### config.mk
export PLATFORM = sky130hd
export DESIGN_NAME = tg68k_cache_fill_ctrl
export DESIGN_NICKNAME = d
export VERILOG_FILES = /design/src/rtl/tg68k_cache_fill_ctrl.sv
export SDC_FILE = /design/constraint.sdc
export NUM_CORES = 1
export LEC_CHECK = 0
export ABC_AREA = 1
export CAP_MARGIN = 25
export CELL_PAD_IN_SITES_DETAIL_PLACEMENT = 0
export CELL_PAD_IN_SITES_GLOBAL_PLACEMENT = 1
export CORE_MARGIN = 2
export CORE_UTILIZATION = 30
export DETAILED_ROUTE_END_ITERATION = 10
export GPL_TIMING_DRIVEN = 0
export PLACE_DENSITY = 0.8
export SYNTH_ARGS = -nofsm -noshare
export SYNTH_HDL_FRONTEND = slang
export SYNTH_SLANG_ARGS = --single-unit
### constraint.sdc
create_clock -name clk -period 2.2 [get_ports clk]
set_input_delay 0.44 -clock clk [delete_from_list [all_inputs] [get_ports clk]]
set_output_delay 0.44 -clock clk [all_outputs]
set_load 0.005 [all_outputs]
### src/rtl/tg68k_cache_fill_ctrl.sv
// Cache line-fill sequencer/arbiter: grants I or D fills, reads 8 words, assembles a 128-bit line.
// Optional CACHE_FILL_WRAP_EN selects critical-word-first ordering (start word = addr[3:1]).
module tg68k_cache_fill_ctrl #(
  parameter int unsigned D_PRIORITY  = 1,
  parameter int unsigned TIMEOUT_CYC = 255
) (
  input  logic         clk,
  input  logic         nreset,
  input  logic         i_fill_req,
  input  logic [31:0]  i_fill_addr,
  input  logic         d_fill_req,
  input  logic [31:0]  d_fill_addr,
  input  logic         cacr_ibe,
  input  logic         cacr_dbe,
  output logic         mem_req,
  output logic [31:0]  mem_addr,
  output logic         mem_burst,
  output logic [2:0]   mem_burst_len,
  input  logic [15:0]  mem_data,
  input  logic         mem_ack,
  output logic [127:0] fill_data,
  output logic         i_fill_valid,
  output logic         d_fill_valid,
  output logic         fill_busy,
  output logic         fill_err
);

  typedef enum logic [2:0] {StIdle, StFetch, StGap, StDone, StErr} state_e;

  localparam bit         PrefD  = (D_PRIORITY != 0);
  localparam bit         TmoEn  = (TIMEOUT_CYC != 0);
  localparam logic [7:0] TmoLim = 8'(TIMEOUT_CYC);

  state_e         state_q;
  logic [27:0]    line_q;
  logic [2:0]     idx_q;
  logic [2:0]     cnt_q;
  logic [7:0]     tmo_q;
  logic [1:0]     starve_q;
  logic           win_d_q;
  logic           mem_req_q;
  logic [31:0]    mem_addr_q;
  logic           mem_burst_q;
  logic [2:0]     mem_len_q;
  logic [127:0]   fill_q;
  logic           i_valid_q;
  logic           d_valid_q;
  logic           busy_q;
  logic           err_q;

  logic           pref_req;
  logic           oth_req;
  logic           grant_pref;
  logic           grant_d;
  logic [31:0]    g_addr;
  logic           g_burst;
  logic [2:0]     g_start;
  logic           ack;
  logic [2:0]     nxt_idx;
  logic           unused_addr_bits;

  assign unused_addr_bits = ^{i_fill_addr[3:0], d_fill_addr[3:0]};

  // After two back-to-back preferred grants that starved the other side, the other side wins.
  always_comb begin
    pref_req   = PrefD ? d_fill_req : i_fill_req;
    oth_req    = PrefD ? i_fill_req : d_fill_req;
    grant_pref = pref_req && !(oth_req && (starve_q == 2'd2));
    grant_d    = PrefD ? grant_pref : !grant_pref;
    g_addr     = grant_d ? d_fill_addr : i_fill_addr;
    g_burst    = grant_d ? cacr_dbe : cacr_ibe;
`ifdef CACHE_FILL_WRAP_EN
    g_start    = g_addr[3:1];
`else
    g_start    = 3'd0;
`endif
  end

  assign ack     = mem_ack && mem_req_q && (state_q == StFetch);
  assign nxt_idx = idx_q + 3'd1;

  always_ff @(posedge clk) begin
    if (!nreset) begin
      state_q     <= StIdle;
      line_q      <= '0;
      idx_q       <= '0;
      cnt_q       <= '0;
      tmo_q       <= '0;
      starve_q    <= '0;
      win_d_q     <= 1'b0;
      mem_req_q   <= 1'b0;
      mem_addr_q  <= '0;
      mem_burst_q <= 1'b0;
      mem_len_q   <= '0;
      fill_q      <= '0;
      i_valid_q   <= 1'b0;
      d_valid_q   <= 1'b0;
      busy_q      <= 1'b0;
      err_q       <= 1'b0;
    end else begin
      i_valid_q <= 1'b0;
      d_valid_q <= 1'b0;
      err_q     <= 1'b0;
      unique case (state_q)
        StIdle: begin
          if (i_fill_req || d_fill_req) begin
            state_q     <= StFetch;
            busy_q      <= 1'b1;
            mem_req_q   <= 1'b1;
            mem_addr_q  <= {g_addr[31:4], g_start, 1'b0};
            mem_burst_q <= g_burst;
            mem_len_q   <= g_burst ? 3'd7 : 3'd0;
            line_q      <= g_addr[31:4];
            idx_q       <= g_start;
            cnt_q       <= '0;
            tmo_q       <= '0;
            win_d_q     <= grant_d;
            starve_q    <= (grant_pref && oth_req) ? starve_q + 2'd1 : 2'd0;
          end
        end
        StFetch: begin
          if (ack) begin
            fill_q[{idx_q, 4'b0000} +: 16] <= mem_data;
            idx_q <= nxt_idx;
            cnt_q <= cnt_q + 3'd1;
            tmo_q <= '0;
            if (cnt_q == 3'd7) begin
              state_q   <= StDone;
              mem_req_q <= 1'b0;
              d_valid_q <= win_d_q;
              i_valid_q <= !win_d_q;
            end else if (!mem_burst_q) begin
              state_q    <= StGap;
              mem_req_q  <= 1'b0;
              mem_addr_q <= {line_q, nxt_idx, 1'b0};
            end
          end else if (TmoEn && (tmo_q == TmoLim)) begin
            state_q   <= StErr;
            mem_req_q <= 1'b0;
            err_q     <= 1'b1;
          end else begin
            tmo_q <= tmo_q + 8'd1;
          end
        end
        StGap: begin
          state_q   <= StFetch;
          mem_req_q <= 1'b1;
        end
        StDone, StErr: begin
          state_q     <= StIdle;
          busy_q      <= 1'b0;
          mem_addr_q  <= '0;
          mem_burst_q <= 1'b0;
          mem_len_q   <= '0;
        end
        default: state_q <= StIdle;
      endcase
    end
  end

  assign mem_req       = mem_req_q;
  assign mem_addr      = mem_addr_q;
  assign mem_burst     = mem_burst_q;
  assign mem_burst_len = mem_len_q;
  assign fill_data     = fill_q;
  assign i_fill_valid  = i_valid_q;
  assign d_fill_valid  = d_valid_q;
  assign fill_busy     = busy_q;
  assign fill_err      = err_q;

endmodule

==> flow_summary.yaml <==
die:
  pin_count: 256
  dieArea_sq_um: 32800
  start_util_pct: 30.6
  die_h_um: 181
  core_area_sq_um: 30700
  fp.dieW_um: 181
  num_rows: 64
critical_path:
  critical-path-max-stage-delay_ns: 0.49
  critPathMaxFanout: 6
  start_kind: "flop"
  critPathCaptureType: "output pin"
  crit_chain: "buf_4 > clkdlybuf4s50_1"
  rrSetupSlack_ns: 0.12
  crit_path_top_delay_cell: "dfxtp_1"
  crit_type: "reg2out"
  cp.arrival_ns: 1.66
  worstPathRequired_ns: 1.76
routing:
  postRouteAntennaNets: 0
  dr.max_layer_used: "met4"
  first_pass_iters: 5
  via_per_inst: 4.64
  initialDrtViolationCount: 532
  vias: 9610
  route.detailed.drc: 0
  drt-met1-wl_um: 14500
  wl_met3_um: 3010
  met2WireLength_um: 15000
  routedWlPerCell_um: 15.9
  drt-total-wl_um: 33000
synth:
  synth_top_area_cell: "dfxtp_1"
  synth_cells: 1383
  synth_fp_nets: 1478
  synth_top_area_share_pct: 45.3
  netlist_area_sq_um: 9420
  synth_cell_types: 33
  synth_area_leaders: "dfxtp_1 (45%), nand2_1 (13%), nor2_1 (9.4%)"
  synth.avg_cell_area_sq_um: 6.81
  ys_ff_latch: 213
  seq_area_frac_synth_pct: 45.3
  yosysWarnings: 0
worst_hold_path:
  hp-class: "in2reg"
clock_network:
  clkSlewWorstSetupHoldPaths_ns: 0.06
  clk_latency_ns: 0.54
  clockBufferDepth: 3
  root_buffer: "clkbuf_16"
  clkSinkCount: 213
  cts_tree: "built"
  cts_inserted_buffers: 26
  cts-htree-levels: 1
sta:
  slew_headroom_pct: 47.3
  tightest_slew_ns: 0.791
  skew_ns: 0.0221
  setup_viol: 0
  finalHoldViolations: 0
  fmax_mhz: 476
  drv_slew: 0
  setup_tns_ns: 0
  finalCriticalPeriod_ns: 2.10
  period_share_pct: 95.5
  setup_slack_ns: 0.0984
layout:
  num_antenna_cells: 0
  drive_gt1_share_pct: 7.94
  area_delta_synth_final_pct: 41.6
  fin_util_pct: 43.4
  final_area_sq_um: 13300
  final_nets: 1752
grt:
  antenna_found_initial: 0
  grt_usage_pct: 19.7
  grt_max_degree: 14
  grt_pass1_vias: 9372
  grt_pass1_wl_um: 51800
  overflow: 0
power:
  pwr_density_cell_nw_per_um2: 820
  power.leakage_nw: 5.73
  max-vdd-ir-drop_mv: 0.671
placed_design:
  port_buffers: 239
  dp_hpwl_um: 24100
  placed_cell_area_sq_um: 12300
  place.gp.congestion: 0.818
  dp_slack_ns: -0.414
flow_run:
  drv_cap: 0
run_status:
  status: "completed"
[cells in the final DEF (no fill, tap or decap), types with 2 or more instances in the layout]
cell type | Yosys | routed
clkbuf_2 | 2 | 6
nand4_1 | 37 | 37
inv_1 | 142 | 141
nor2_1 | 237 | 237
nand2_2 | 0 | 2
nor2_2 | 3 | 2
o21ai_0 | 100 | 100
a21oi_1 | 113 | 113
bufinv_16 | 0 | 2
buf_1 | 4 | 3
nand3_2 | 3 | 4
buf_4 | 9 | 21
nor2_4 | 5 | 6
o21ai_1 | 2 | 2
ha_2 | 0 | 3
clkinvlp_4 | 0 | 3
clkbuf_16 | 0 | 26
nor3_1 | 19 | 19
nand3_1 | 62 | 60
dfxtp_1 | 213 | 212
clkdlybuf4s50_1 | 0 | 239
ha_1 | 8 | 5
buf_2 | 33 | 30
clkbuf_1 | 41 | 40
nand2_1 | 330 | 328
inv_2 | 6 | 6
clkbuf_8 | 0 | 8
xor2_1 | 2 | 2
[worst max-delay path, delay by kind of cell, from the launching register on]
family / cells / cell delay [ns]
DFF: 1 / 0.49
buffers and inverters: 2 / 0.64
[through the flow]
| step | hold WS [ns] | power (W) | instances |
|---|---|---|---|
| global placement | 0.402 | 0.00648 | 2018 |
| finish | 0.308 | 0.0109 | 2072 |
| global route | 0.303 | 0.0115 | 2072 |
| floorplan | 0.392 | 0.00557 | 1383 |
| detailed placement | 0.405 | 0.00650 | 2018 |
| CTS | 0.291 | 0.0110 | 2069 |
[repair_timing]
action	in CTS	in global routing
pin swaps	2	1
hold buffers	0	0
buffers inserted	5	3
gates resized for setup	13	20
setup endpoints to repair	95	83
[synth_stat cells, drive strengths merged]
master	count
nand2	331
nor2	246
dfxtp	213
inv	148
a21oi	113
o21ai	102
nand3	65
buf	47
clkbuf	43
nand4	38
nor3	20
ha	8
xor2	2
a22oi	1
clkinv	1
conb	1
nand3b	1
o211ai	1
o22ai	1
xnor2	1
[sequential cells by signal (all words and copies together) (netlist names)]
name and flops:
fill_data 128, mem_addr 31, line_q 28, tmo_q 8, cnt_q 3, idx_q 3
state_q 3, starve_q 2, d_fill_valid 1, fill_busy 1, fill_err 1, i_fill_valid 1
mem_burst_len 1, mem_req 1, win_d_q 1
[power breakdown]
| group | internal, W | switching [W] |
|---|---|---|
| logic | 0.000903 | 0.00131 |
| registers | 0.00413 | 0.000158 |
| clock network | 0.00269 | 0.00174 |
[per-layer routing]
metal | up-vias | global-route usage, %
li1 | 4903 | -
met1 | 4381 | 24.7
met2 | 286 | 33.1
met3 | 40 | 6.87
met4 | 0 | 3.48
met5 | - | 0
[worst paths after layout]
| kind | end | cells after the start | startpoint |
|---|---|---|---|
| hold / removal | fill_data[48]$_SDFFE_PN0P_ | 3 | mem_data[0] |
| hold reg to reg | i_fill_valid$_SDFF_PN0_ | 1 | win_d_q$_SDFFE_PN0P_ |
| setup reg to reg | fill_data[112]$_SDFFE_PN0P_ | 9 | idx_q[0]$_SDFFE_PN0P_ |
| setup / recovery | mem_burst_len[1] | 2 | mem_burst_len[1]$_SDFFE_PN0P_ |
[kinds of logic (layout without fill, tap and decap cells)]
kind of cell | count (synthesis) | after routing | synth area share, %
and+or+nand+nor | 701 | 701 | 31.3
other | 1 | 1 | 0.0398
AOI/OAI and AO/OA | 218 | 218 | 11.7
xor gates and xnor gates | 3 | 3 | 0.279
DFF | 213 | 213 | 45.3
buffers and inverters | 239 | 532 | 10.4
adders and majority gates | 8 | 8 | 1.06
[cell type report]
type | instances | area [sq um]
Fill cell | 3188 | 17400
Sequential cell | 213 | 4270
Multi-Input combinational cell | 931 | 4210
Timing Repair Buffer | 247 | 2460
Clock buffer | 40 | 783
Inverter | 149 | 566
Tap cell | 396 | 495
Buffer | 89 | 443
Clock inverter | 7 | 108
Note: power is estimated with default switching activity, not from simulation.
